## src/rtl/des_seq_ctrl_pkg.sv

```systemverilog
// Shared definitions for the serial-detector scheduler: FSM encoding and
// default sizing.
package des_seq_ctrl_pkg;

  typedef enum logic [1:0] {
    IDLE  = 2'd0,
    SHIFT = 2'd1,
    TAIL  = 2'd2,
    RESP  = 2'd3
  } state_t;

  localparam int DEF_W     = 8;
  localparam int DEF_N_REQ = 4;

endpackage

```

## src/rtl/des_seq_ctrl_core.sv

```systemverilog
// Three-flop serial detector shared by all requesters; z is a pure decode
// of the flops, so it reflects the bit shifted in on the previous enabled edge.
module des_core (
  input  logic clk,
  input  logic rst_n,
  input  logic clr,
  input  logic en,
  input  logic x,
  output logic z
);

  logic w7, w8, w9;

  always_ff @(posedge clk or negedge rst_n) begin
    if (!rst_n) begin
      w7 <= 1'b0;
      w8 <= 1'b0;
      w9 <= 1'b0;
    end else if (clr) begin
      w7 <= 1'b0;
      w8 <= 1'b0;
      w9 <= 1'b0;
    end else if (en) begin
      w7 <= w7 ^ x;
      w8 <= ~w8 & x;
      w9 <= ~w9 | x;
    end
  end

  assign z = ~(w7 | w8 | w9);

endmodule

```

## src/rtl/des_seq_ctrl.sv

```systemverilog
// Round-robin scheduler that time-shares one des_core between N_REQ
// requesters and returns the per-bit detector output as a W-bit word.
module des_seq_ctrl
  import des_seq_ctrl_pkg::*;
#(
  parameter int N_REQ = DEF_N_REQ,
  parameter int W     = DEF_W,
  parameter int IDW   = 2
) (
  input  logic               clk,
  input  logic               rst_n,
  input  logic [N_REQ-1:0]   req_valid,
  input  logic [N_REQ*W-1:0] req_data,
  output logic [N_REQ-1:0]   req_ready,
  output logic               resp_valid,
  output logic [IDW-1:0]     resp_id,
  output logic [W-1:0]       resp_data,
  input  logic               resp_ready,
  output logic               busy
);

  localparam int CW = $clog2(W);
  localparam logic [CW-1:0] LAST = CW'(W - 1);

  state_t         state;
  logic [IDW-1:0] rr_ptr;
  logic [IDW-1:0] cur_id;
  logic [CW-1:0]  cnt;
  logic [W-1:0]   data_q;
  logic [W-1:0]   res;
  logic           gnt_any;
  logic [IDW-1:0] gnt_idx;
  logic           core_z;

  function automatic logic [IDW-1:0] rr_idx(input logic [IDW-1:0] base, input int k);
    int s;
    s = int'(base) + k;
    if (s >= N_REQ) s = s - N_REQ;
    return IDW'(s);
  endfunction

  function automatic logic [IDW-1:0] wrap_inc(input logic [IDW-1:0] v);
    return (v == IDW'(N_REQ - 1)) ? '0 : v + 1'b1;
  endfunction

  // Grant is combinational so the requester sees ready in the accept cycle.
  always_comb begin
    gnt_any   = 1'b0;
    gnt_idx   = '0;
    req_ready = '0;
    if (state == IDLE) begin
      for (int k = 0; k < N_REQ; k++) begin
        if (!gnt_any && req_valid[rr_idx(rr_ptr, k)]) begin
          gnt_any = 1'b1;
          gnt_idx = rr_idx(rr_ptr, k);
        end
      end
    end
    if (gnt_any) req_ready[gnt_idx] = 1'b1;
  end

  des_core u_core (
    .clk   (clk),
    .rst_n (rst_n),
    .clr   (state == IDLE && gnt_any),
    .en    (state == SHIFT),
    .x     (data_q[cnt]),
    .z     (core_z)
  );

  always_ff @(posedge clk or negedge rst_n) begin
    if (!rst_n) begin
      state      <= IDLE;
      rr_ptr     <= '0;
      cur_id     <= '0;
      cnt        <= '0;
      res        <= '0;
      resp_valid <= 1'b0;
      busy       <= 1'b0;
    end else begin
      case (state)
        IDLE: if (gnt_any) begin
          cur_id <= gnt_idx;
          cnt    <= '0;
          busy   <= 1'b1;
          state  <= SHIFT;
        end
        // z lags x by one edge, so bit k of the result lands at cnt=k+1 (or TAIL).
        SHIFT: begin
          if (cnt != '0) res[cnt - 1'b1] <= core_z;
          if (cnt == LAST) state <= TAIL;
          else             cnt   <= cnt + 1'b1;
        end
        TAIL: begin
          res[W-1]   <= core_z;
          resp_valid <= 1'b1;
          state      <= RESP;
        end
        RESP: if (resp_ready) begin
          rr_ptr     <= wrap_inc(cur_id);
          resp_valid <= 1'b0;
          busy       <= 1'b0;
          state      <= IDLE;
        end
        default: state <= IDLE;
      endcase
    end
  end

  // Job word is datapath only; it is reloaded on every accept.
  always_ff @(posedge clk) begin
    if (state == IDLE && gnt_any) data_q <= req_data[gnt_idx*W +: W];
  end

  assign resp_id   = cur_id;
  assign resp_data = res;

endmodule

```

## config.mk

```make
export PLATFORM = sky130hd
export DESIGN_NAME = des_seq_ctrl
export DESIGN_NICKNAME = d
export VERILOG_FILES = /design/src/rtl/des_seq_ctrl_pkg.sv /design/src/rtl/des_seq_ctrl_core.sv /design/src/rtl/des_seq_ctrl.sv
export SDC_FILE = /design/constraint.sdc
export NUM_CORES = 1
export LEC_CHECK = 0
export ABC_AREA = 1
export BUFFER_PORTS_ARGS = -buffer_cell sky130_fd_sc_hd__buf_2
export CORE_ASPECT_RATIO = 1.1
export CORE_UTILIZATION = 55
export CTS_BUF_LIST = sky130_fd_sc_hd__clkbuf_4
export CTS_CLUSTER_DIAMETER = 100
export DETAILED_ROUTE_END_ITERATION = 8
export PLACE_DENSITY = 0.79
export SLEW_MARGIN = 15
export SYNTH_ARGS = -nofsm -noshare
export SYNTH_HDL_FRONTEND = slang
export SYNTH_HIERARCHICAL = 1
export SYNTH_SLANG_ARGS = --single-unit
```

## constraint.sdc

```tcl
create_clock -name clk -period 2.78 [get_ports clk]
set_input_delay 0.556 -clock clk [delete_from_list [all_inputs] [get_ports clk]]
set_output_delay 0.556 -clock clk [all_outputs]
set_load 0.02 [all_outputs]
```

# Word level (Yosys, flattened, before mapping)
# Index checks and enable logic that the tools add are counted.
[word_totals]
reg_bits = 30
latchBits = 0
ram_bits = 0
mem_bits_ro = 0
input_bits = 39
output_inout_bits = 16
word_cells = 135
mem_count = 0
[op_classes]
addsub = 10
n_mul = 0
n_div = 0
order_cmp = 13
n_eq_ne = 10
shift = 1
n_mux = 57
bitwise_logic = 8
reduce_logical = 24
[ops]
columns = ["operator", "count"]
rows = [
  ["$mux 2", 17],
  ["$shiftx 32x6->8", 1],
  ["$mux 1", 23],
  ["$lt 2x3->1 const B", 5],
  ["$ne 2x2->1 const B", 5],
  ["$reduce_and 2->1", 5],
  ["$reduce_bool 2->1", 5],
  ["$ge 3x3->1 const B", 3],
  ["$reduce_and 3->1", 3],
  ["$bmux 1 s2", 4],
  ["$bwmux 8", 1],
  ["$lt 3x4->1 const B", 2],
  ["$mux 8", 1],
  ["$pmux 2 s4", 1],
  ["$sub 2x1->2 const B", 4],
  ["$add 2x2->3 const B", 2],
  ["$eq 2x2->1 const B", 3],
  ["$logic_and 1x1->1", 6],
  ["$mux 3", 2],
  ["$pmux 1 s2", 3],
  ["$pmux 3 s2", 1],
  ["$mux 4", 1],
  ["$add 2x1->3 const B", 1],
  ["$add 3x1->3 const B", 1],
  ["other kinds (17)", 23],
]

# Depth between registers and ports, before layout
# Gate-level depths: netlist of the first run.
[depth]
ltp_word = 24
depth_mapped = 14
mapped_depth_nobuf = 14

# Hierarchy
# The synthesis of the first run kept the hierarchy.
[modules_own_cells]
columns = ["module", "n_inst", "cells_each", "area_each_um2", "seq_area_each_um2"]
rows = [
  ["des_seq_ctrl", 1, 275, 1921.8, 715.7],
  ["des_core", 1, 17, 133.9, 75.1],
]

# Worst setup path after synthesis of the first run
# OpenSTA, ideal clock, no wires.
[synth_timing]
kind = "register to output"
startpoint = "register state[0]"
endpoint = "output port req_ready[0]"
arrival_ns = 1.729
t_required_ns = 2.224
setup_slack_ns = 0.495
stages_incl_launch_ff = 7
n_path_buf = 2
path_cell_list = "dfrtp_1 -> inv_1 -> ha_1 -> clkbuf_1 -> clkbuf_1 -> nand2_1 -> nor2_1"
[synth_between]
elab_chain_cells = 7
word_cells_on_any_way = 9
cone_classes = "order compare (2); mux (5); reduce/logical (2)"
[synth_rtl]
columns = ["item", "line_no", "source"]
rows = [
  ["from (decl)", "des_seq_ctrl.sv:25", "state_t state;"],
  ["from (signal assigned)", "des_seq_ctrl.sv:73", "state <= IDLE;"],
  ["from (signal assigned)", "des_seq_ctrl.sv:86", "state <= SHIFT;"],
  ["from (signal assigned)", "des_seq_ctrl.sv:91", "if (cnt == LAST) state <= TAIL;"],
  ["$logic_not 2->1 *", "des_seq_ctrl.sv:51", "if (state == IDLE) begin"],
  ["$mux 2", "des_seq_ctrl.sv:51", ""],
  ["$lt 2x3->1 (implied by the code) or $ge 2x1->1 (tied branches)", "des_seq_ctrl.sv:59", "if (gnt_any) req_ready[gnt_idx] = 1'b1;"],
  ["$logic_and 1x1->1 (implied by the code)", "des_seq_ctrl.sv:59", ""],
  ["$mux 1 (implied by the code)", "des_seq_ctrl.sv:59", ""],
  ["$demux 1 s2", "des_seq_ctrl.sv:59", ""],
  ["$mux 4 *", "des_seq_ctrl.sv:59", ""],
  ["to (decl)", "des_seq_ctrl.sv:14", "output logic [N_REQ-1:0] req_ready,"],
]
# Mark *: on every way between the ends. The rest lies on a longest branch, timed or not.

# Final worst setup path of the first run
[layout_timing]
startpoint = "register rr_ptr[0]"
endpoint = "output port req_ready[1]"
[layout_between]
elab_chain_cells = 24
word_cells_on_any_way = 52
cone_classes = "add/sub (7); order compare (6); mux (32); reduce/logical (7)"
[layout_rtl]
columns = ["item", "line_no", "source"]
rows = [
  ["from (decl)", "des_seq_ctrl.sv:26", "logic [IDW-1:0] rr_ptr;"],
  ["from (signal assigned)", "des_seq_ctrl.sv:100", "rr_ptr <= wrap_inc(cur_id);"],
  ["$ge 2x3->1 or $sub 2x1->2 (tied branches)", "des_seq_ctrl.sv:38", "if (s >= N_REQ) s = s - N_REQ;"],
  ["$mux 2", "des_seq_ctrl.sv:38", ""],
  ["$mux 2", "des_seq_ctrl.sv:51", ""],
  ["$bmux 1 s2", "des_seq_ctrl.sv:53", "if (!gnt_any && req_valid[rr_idx(rr_ptr, k)]) begin"],
  ["$mux 1 (implied by the code)", "des_seq_ctrl.sv:53", ""],
  ["$mux 1", "des_seq_ctrl.sv:53", ""],
  ["$mux 1", "des_seq_ctrl.sv:51", ""],
  ["$logic_not 1->1", "des_seq_ctrl.sv:53", ""],
  ["(+8 left out)", "-", ""],
  ["$logic_and 1x1->1", "des_seq_ctrl.sv:53", ""],
  ["$mux 2", "des_seq_ctrl.sv:53", ""],
  ["$mux 2", "des_seq_ctrl.sv:51", ""],
  ["$lt 2x3->1 (implied by the code) or $ge 2x1->1 (tied branches)", "des_seq_ctrl.sv:59", ""],
  ["$logic_and 1x1->1 (implied by the code)", "des_seq_ctrl.sv:59", ""],
  ["$mux 1 (implied by the code)", "des_seq_ctrl.sv:59", ""],
  ["$demux 1 s2", "des_seq_ctrl.sv:59", ""],
  ["$mux 4 *", "des_seq_ctrl.sv:59", ""],
]
# Mark *: on every way between the ends. The rest lies on a longest branch, timed or not. The select of a mux whose other input is x is not followed.

==> results of run 1 <==
## critical path, delay by kind of cell (launching register included)
kind / cells / cell delay [ns]
compound gates: 1 / 0.12
buf+inv: 4 / 0.49
flops: 1 / 0.47
simple gates: 8 / 0.66
## sequential cells by signal (all words and copies together) (netlist names)
register    flops
busy            1
resp_data       8
u_core/w7       1
resp_id         2
state           2
rr_ptr          2
cnt             3
u_core/w8       1
data_q          8
u_core/w9       1
resp_valid      1
## final timing paths
kind / from / endpoint / slack [ns] / cells past startpoint
min in group clk: resp_ready / resp_valid / 0.42 / 2
hold reg to reg: resp_data[6] / resp_data[6] / 0.48 / 2
max in group asynchronous: rst_n / rr_ptr[0] / 2.25 / 1
setup reg to reg: rr_ptr[0] / data_q[2] / 0.75 / 13
setup / recovery: rr_ptr[0] / req_ready[1] / 0.15 / 13
hold / removal: rst_n / resp_data[3] / 0.17 / 1
## stage by stage
| stage | setup slack [ns] | TNS (ns) | utilization |
|---|---|---|---|
| global placement | 0.355 | 0 | 0.685 |
| CTS | 0.0724 | 0 | 0.702 |
| floorplan | 0.495 | 0 | - |
| finish | 0.154 | 0 | 0.713 |
| global route | -0.00815 | -0.00815 | 0.713 |
| detailed placement | 0.328 | 0 | 0.685 |
## cells by family (layout without fill, tap and decap cells)
kind of cell    Yosys count  count (layout)  share of synthesized area
buf+inv                  34              97                     0.0755
simple gates            177             177                      0.372
flops                    30              30                      0.385
fa+ha+maj                10              10                     0.0609
compound gates           41              41                      0.107
## layer usage
layer / track usage / vias up / routed length, µm
li1: - / 1082 / -
met1: 0.309 / 908 / 2030
met2: 0.409 / 51 / 2160
met3: 0.0587 / 6 / 169
met4: 0.108 / 0 / 72
met5: 0 / - / 0
## cell type report
class / count / area share
Tap cell: 48 / 0.0245
Inverter: 26 / 0.0398
Sequential cell: 30 / 0.323
Multi-Input combinational cell: 228 / 0.453
Clock buffer: 6 / 0.0183
Clock inverter: 2 / 0.00408
Timing Repair Buffer: 63 / 0.138
## repair_timing
item	4_1_cts	5_1_grt
buffers inserted	0	5
pin swaps	0	1
gates cloned	0	0
resized for setup	1	1
setup endpoints to repair	1	4
## power by group through the flow
| stage | clock network (mW) | logic, mW | registers, mW |
|---|---|---|---|
| 6_report | 0.254 | 1.93 | 0.841 |
| 5_1_grt | 0.282 | 2.23 | 0.864 |
| 4_1_cts | 0.260 | 1.85 | 0.846 |
| 3_5_place_dp | 0 | 1.84 | 0.853 |
| 3_3_place_gp | 0 | 1.81 | 0.850 |
| 2_1_floorplan | 0 | 1.39 | 0.910 |
## layout by cell type, fill, tap and decap left out
cell type and n:
inv_1 23, buf_2 54, edfxtp_1 8, o22ai_1 1
o31ai_1 2, dfrtp_1 21, buf_4 9, clkbuf_4 6
inv_2 3, nand3_2 3, ha_1 10, nor2_1 27
nand3_1 8, a31oi_1 7, nand2_1 113, and2_1 1
o21ai_1 4, nor2_4 1, clkinv_2 2, o21ai_0 15
nand4_1 17, a21oi_1 12, or2_2 2, nand2_2 3
dfrtp_2 1, nor3_1 1, nand2_4 1
==> impl_metrics.toml, run 1 <==
[run_status]
outcome = "finished clean"

[synthesis]
synth_commonest_cells = "nand2_1 (114), nor2_1 (27), inv_1 (23), dfrtp_1 (22), nand4_1 (17)"
postSynthCellCount = 292
async_reset_ff_frac = 0.733
synth_area_leaders = "dfrtp_1 (27%), nand2_1 (21%), edfxtp_1 (12%)"
synthFlopType = "dfrtp_1"
yosys.area.top_type = "dfrtp_1"
synth_cell_types = 26
syn-num-nets = 341
yosysWarnings = 6
syn-cell-area_um2 = 2060
ys_seq_area_frac = 0.385
yosysMostFrequentCell = "nand2_1"
ys_ff_latch = 30
synth_top_area_frac = 0.268
synth-edff-count = 8
syn-mean-instance-area_um2 = 7.04

[sta]
slew_violations = 0
max_slew_margin = 0.675
worst_pin_slew_ns = 0.486
fin_crit_ns = 2.63
timing.final.crit_share = 0.945
finalClockSkew_ns = 0.0115
fin_hold_ws_ns = 0.171
hold_viol_final = 0
fmax_ghz = 0.381
finalSetupViolCount = 0

[routing]
drtAntennaViolNets = 0
wl_per_cell_um = 11.0
wirelength_um = 4440
drc_errors = 0
firstDrtPassIters = 4
vias = 2047
drtIter0Drc = 103
viasPerCell = 5.08

[clock_tree]
htree_levels = 2
clk_path_buf_depth = 2
clk_latency_ns = 0.33
clkTransAtPathRegs_ns = 0.09
cts-buffers-inserted = 5
cts_tree = "done"
hold_buffers = 0
root_buffer = "clkbuf_4"
clock-sinks = 30

[global_route]
antenna_found_initial = 0
track_usage = 0.251
grt-ovfl-total = 0
grt_pass1_wl_um = 7540
grt_max_degree = 23
grt_pass1_vias = 1850

[power_and_ir_drop]
switchingPower_mw = 1.55
internal-power_mw = 1.48
max-vdd-ir-drop_mv = 0.988
swShare = 0.512
power_density_nw_per_um2 = 1230
clkPwrFrac = 0.084
pwr-share-comb = 0.638
power_mw = 3.03
seqPwrFrac = 0.278
p_leak_nw = 1.37

[critical_path]
max_stage_delay_ns = 0.47
crit_chain = "buf_4, nand2_1, nand2_2, nand2_1, nand2_1, nor2_4, nand2_1, o21ai_1, inv_1, nand2_2, inv_2, nor2_1, buf_2"
critical_path_class = "reg -> out"
worstSetupStartpointType = "register"
path_max_fanout = 9
end_kind = "output pin"
cp_common_cell = "nand2_1"
critPathSlowestCell = "dfrtp_2"
crit_arrival_ns = 2.07
worstPathRequired_ns = 2.22

[die]
io_pins = 55
start_util = 0.597
die_area_um2 = 3990
die_h_um = 66.1
rows = 22
die_x_um = 60.3
core_area_um2 = 3440

[flow_run]
max-cap-violations = 0

[min_path]
min_path_type = "in -> async"

[place]
dp_hpwl_um = 3350
gp_congestion = 0.789
placedCellCount = 390
placed_area_um2 = 2360
port_buffers = 54

[layout]
fillCellCount = 322
area_growth_pct = 19.4
finalNonFillerCells = 403
insertedDiodeCount = 0
nNetsFinal = 403
multi_input_comb_area_um2 = 1110
seq_area_um2 = 792
fin_area_um2 = 2450
drive_gt1_frac = 0.239
Note: power is estimated with default switching activity, not from simulation.
==> inputs of run 2 (changes only) <==
--- a/config.mk
+++ b/config.mk
@@ -12,6 +12,7 @@
 export CTS_BUF_LIST = sky130_fd_sc_hd__clkbuf_4
 export CTS_CLUSTER_DIAMETER = 100
 export DETAILED_ROUTE_END_ITERATION = 8
+export GPL_TIMING_DRIVEN = 0
 export PLACE_DENSITY = 0.79
 export SLEW_MARGIN = 15
 export SYNTH_ARGS = -nofsm -noshare
==> run 2 against run 1 <==
  * Maximum frequency increased by 0.18%
  * Sequential share of layout area fell by 0.64 points
  * Hold slack better by 0.0048 ns
  * Clock-buffer cell count is the same
  * Non-clock buffer count is 3 higher
==> impl_metrics.toml, run 2 (same netlist as run 1, synthesis figures left out) <==
[power_and_ir_drop]
power_density_nw_per_um2 = 1250
p_leak_nw = 1.39
pwr-share-comb = 0.653
max-vdd-ir-drop_mv = 0.862
swShare = 0.506
switchingPower_mw = 1.58
internal-power_mw = 1.54
seqPwrFrac = 0.267
clkPwrFrac = 0.079

[run_status]
outcome = "finished clean"

[critical_path]
path_max_fanout = 10
reg2reg_depth = 15
rrSetupSlack_ns = 0.75
cp-startpoint = "rr_ptr[0]"
rr_startpoint = "rr_ptr[0]"
setup.worst_path.end = "req_ready[0]"
reg2reg_to = "data_q[4]"
worstSetupStartpointType = "register"
worstPathRequired_ns = 2.22
crit_arrival_ns = 2.07
end_kind = "output pin"
critical_path_class = "reg -> out"

[place]
dp_hpwl_um = 3420
placed_area_um2 = 2390
gp_congestion = 0.790
dp_slack_ns = 0.161
port_buffers = 54

[routing]
viasPerCell = 5.16
wirelength_um = 4480
drtIter0Drc = 109
drtAntennaViolNets = 0
wl_per_cell_um = 11.0
vias = 2095
drc_errors = 0
firstDrtPassIters = 4

[global_route]
antenna_found_initial = 0
grt_pass1_wl_um = 7490
grt_pass1_vias = 1816
grt_max_degree = 23
track_usage = 0.247
grt-ovfl-total = 0

[layout]
final_cell_mix = "nand2_1 (112), buf_2 (53), nor2_1 (25)"
fin_area_um2 = 2500
nNetsFinal = 406
post-route-util = 0.728
layout_commonest_cell = "nand2_1"
fillCellCount = 306
area_growth_pct = 21.9
drive_gt1_frac = 0.254
insertedDiodeCount = 0

[clock_tree]
clk_latency_ns = 0.33
clk_path_buf_depth = 2
clkTransAtPathRegs_ns = 0.09
root_buffer = "clkbuf_4"
cts_tree = "done"
cts-buffers-inserted = 5
hold_buffers = 0
clock-sinks = 30
htree_levels = 2

[die]
io_pins = 55
die_h_um = 66.1
rows = 22
start_util = 0.597
die_area_um2 = 3990
die_x_um = 60.3
core_area_um2 = 3440

[sta]
timing.final.crit_share = 0.943
max_slew_margin = 0.677
finalSetupViolCount = 0
setup-tns-final_ns = 0
worst_pin_slew_ns = 0.484
rsz0062_at_grt = "yes"
hold_viol_final = 0
fin_ws_ns = 0.159
fin_crit_ns = 2.62
finalClockSkew_ns = 0.00646
fmax_ghz = 0.381
fin_hold_ws_ns = 0.176
slew_violations = 0

[flow_run]
max-cap-violations = 0

[min_path]
min_path_type = "in -> async"
[run 2: cell types whose count changed in the layout (fill, tap and decap cells not counted), sizes merged]
cell | before | now
buf | 63 | 65
clkbuf | 6 | 7
[run 2: cell type report]
cell class	count	area (µm²)	share of cell area
flip-flops and latches	30	792	0.316
clock buffers	6	45.0	0.0180
well taps	48	60.1	0.0240
repair buffers	59	313	0.125
plain buffers	7	62.6	0.0250
clock inverters	2	8.76	0.00350
multi-input cells	228	1120	0.449
inverters	26	100	0.0400
[run 2: worst min-delay path by stage]
stage	startpoint	end	slack, ns	cells past startpoint
detailed placement	resp_data[6]	resp_data[6]	0.47	2
CTS	rst_n	resp_data[2]	0.18	1
global placement	resp_data[6]	resp_data[6]	0.46	2
finish	rst_n	resp_id[1]	0.18	1
global route	rst_n	resp_data[2]	0.20	1
floorplan	rst_n	busy	0.26	0
[run 2: critical path, stage by stage, from the launching register on]
cell	delay (ns)
dfrtp_1	0.43
buf_6	0.16
nand2_1	0.09
nand3_2	0.10
nand2_2	0.11
nor2_1	0.08
nor2_2	0.15
nand2_4	0.09
nand3_2	0.10
buf_6	0.12
nand2_1	0.06
nor2_2	0.09
buf_4	0.15
[run 2: power by group through the flow]
stage	registers [mW]	logic [mW]	clock network (mW)
global placement	0.835	1.88	0
global route	0.862	2.34	0.277
floorplan	0.910	1.39	0
finish	0.835	2.04	0.247
detailed placement	0.839	1.92	0
CTS	0.833	1.93	0.256
[run 2: what timing repair did]
item | 4_1_cts | 5_1_grt
buffers inserted | 0 | 5
endpoints found under the setup margin | 1 | 4
resized for setup | 2 | 11
pin swaps | 0 | 3
[run 2: layer usage]
layer	GRT usage	vias up	share of wire
met5	0	-	0
met4	0.0872	0	0.011
met3	0.0470	5	0.047
met2	0.429	62	0.50
met1	0.298	936	0.44
li1	-	1092	-
[run 2: stage by stage]
step           power, mW  cells
6_report            3.12    406
3_5_place_dp        2.76    394
3_3_place_gp        2.72    394
2_1_floorplan       2.30    292
5_1_grt             3.48    406
4_1_cts             3.02    402
==> inputs of run 3 (changes only) <==
==> constraint.sdc (replaced) <==
create_clock -name clk -period 2.78 [get_ports clk]
set_input_delay 0.556 -clock clk [delete_from_list [all_inputs] [get_ports clk]]
set_output_delay 0.556 -clock clk [all_outputs]
set_load 0.05 [all_outputs]
==> run 3 against run 2 <==
  * Register-to-register slack barely moved
  * First-iteration DRC count is 1.8% lower
  * Clock skew about the same
  * Critical path depth stayed put
  * Maximum frequency is 0.74% lower
  * Critical path type unchanged
  * Sequential share of layout area is 0.77 points lower
==> impl_metrics.toml, run 3 (same netlist as run 1, synthesis figures left out) <==
[run_status]
outcome = "finished clean"

[place]
dp_hpwl_um = 3420
dp_slack_ns = 0.0616
gp_congestion = 0.790
port_buffers = 54
placed_area_um2 = 2390
placedCellCount = 394

[critical_path]
worstSetupStartpointType = "register"
max_stage_delay_ns = 0.43
end_kind = "output pin"
crit_arrival_ns = 2.08
crit_chain = "buf_6, nand2_1, nand3_2, nand2_2, nor2_1, nor2_2, nand2_4, nand3_2, buf_6, nand2_1, nor2_2, buf_6"
critical_path_class = "reg -> out"
cp_common_cell = "buf_6"
critPathSlowestCell = "dfrtp_1"
path_buf_inv = 3
worstPathRequired_ns = 2.22
path_max_fanout = 10
critical_path.top_delay_family = "simple AND/OR/NAND/NOR gates"
rrSetupSlack_ns = 0.74

[sta]
fin_hold_ws_ns = 0.176
fin_ws_ns = 0.139
hold_viol_final = 0
setup-tns-final_ns = 0
finalSetupViolCount = 0
fin_crit_ns = 2.64
max_slew_margin = 0.675
worst_pin_slew_ns = 0.487
fmax_ghz = 0.379
timing.final.crit_share = 0.950
finalClockSkew_ns = 0.00659
slew_violations = 0

[routing]
vias = 2115
viasPerCell = 5.16
drtAntennaViolNets = 0
drc_errors = 0
wl_per_cell_um = 11.1
firstDrtPassIters = 4
wirelength_um = 4550
drtIter0Drc = 107

[global_route]
grt_pass1_vias = 1834
grt_max_degree = 23
grt-ovfl-total = 0
track_usage = 0.249
grt_pass1_wl_um = 7540
antenna_found_initial = 0

[layout]
nNetsFinal = 410
fin_area_um2 = 2570
area_growth_pct = 24.9
drive_gt1_frac = 0.271
finalNonFillerCells = 410
final_cell_mix = "nand2_1 (112), buf_2 (52), inv_1 (23)"
insertedDiodeCount = 0
post-route-util = 0.746
layout_commonest_cell = "nand2_1"

[clock_tree]
clock-sinks = 30
hold_buffers = 0
clkTransAtPathRegs_ns = 0.09
clk_path_buf_depth = 2
root_buffer = "clkbuf_4"
cts_tree = "done"
htree_levels = 2
clk_latency_ns = 0.33
cts-buffers-inserted = 5

[power_and_ir_drop]
power_mw = 3.50
p_leak_nw = 1.42
max-vdd-ir-drop_mv = 1.11
power_density_nw_per_um2 = 1360

[die]
core_area_um2 = 3440
die_x_um = 60.3
start_util = 0.597
die_h_um = 66.1
io_pins = 55
die_area_um2 = 3990
rows = 22

[flow_run]
max-cap-violations = 0

[min_path]
min_path_type = "in -> async"
==> run 3: cell count changes in the layout (fill, tap and decap cells not counted) <==
cell and delta:
buf_6 +4, nor2_1 -3, nor2_2 +3, buf_4 +2, buf_2 -1, clkbuf_2 -1, nand2_2 -1, nand2_4 +1
==> run 3: path summary, 6_finish.rpt <==
kind	cells after the start	endpoint	start
min in group clk	2	resp_valid	resp_ready
worst min register to register	2	resp_data[6]	resp_data[6]
worst max register to register	14	data_q[4]	rr_ptr[1]
worst min-delay path	1	resp_id[1]	rst_n
worst max-delay path	12	req_ready[0]	rr_ptr[0]
max in group asynchronous	1	rr_ptr[1]	rst_n
==> run 3: cell type report <==
type | instances | area (µm²)
clock inverter | 2 | 8.76
tap | 48 | 60.1
timing repair buffer | 63 | 363
buffer | 7 | 62.6
fill | 295 | 873
clock buffer | 6 | 45.0
multi-input combinational | 228 | 1140
sequential | 30 | 792
inverter | 26 | 100
==> run 3: power breakdown <==
part	internal (mW)	switching, mW	leakage (nW)
combinational	0.808	1.61	1.03
clock	0.104	0.142	0.0331
sequential	0.709	0.122	0.352
total	1.62	1.88	1.42
==> run 3: layer usage <==
layer | vias up | global-route usage | wire, µm
li1 | 1101 | - | -
met1 | 941 | 0.299 | 1970
met2 | 68 | 0.433 | 2290
met3 | 5 | 0.0470 | 247
met4 | 0 | 0.0872 | 48
met5 | - | 0 | 0
==> run 3: what timing repair did <==
action,4_1_cts,5_1_grt
setup endpoints to repair,2,4
buffers inserted,0,9
pin swaps,0,5
resized for setup,5,21
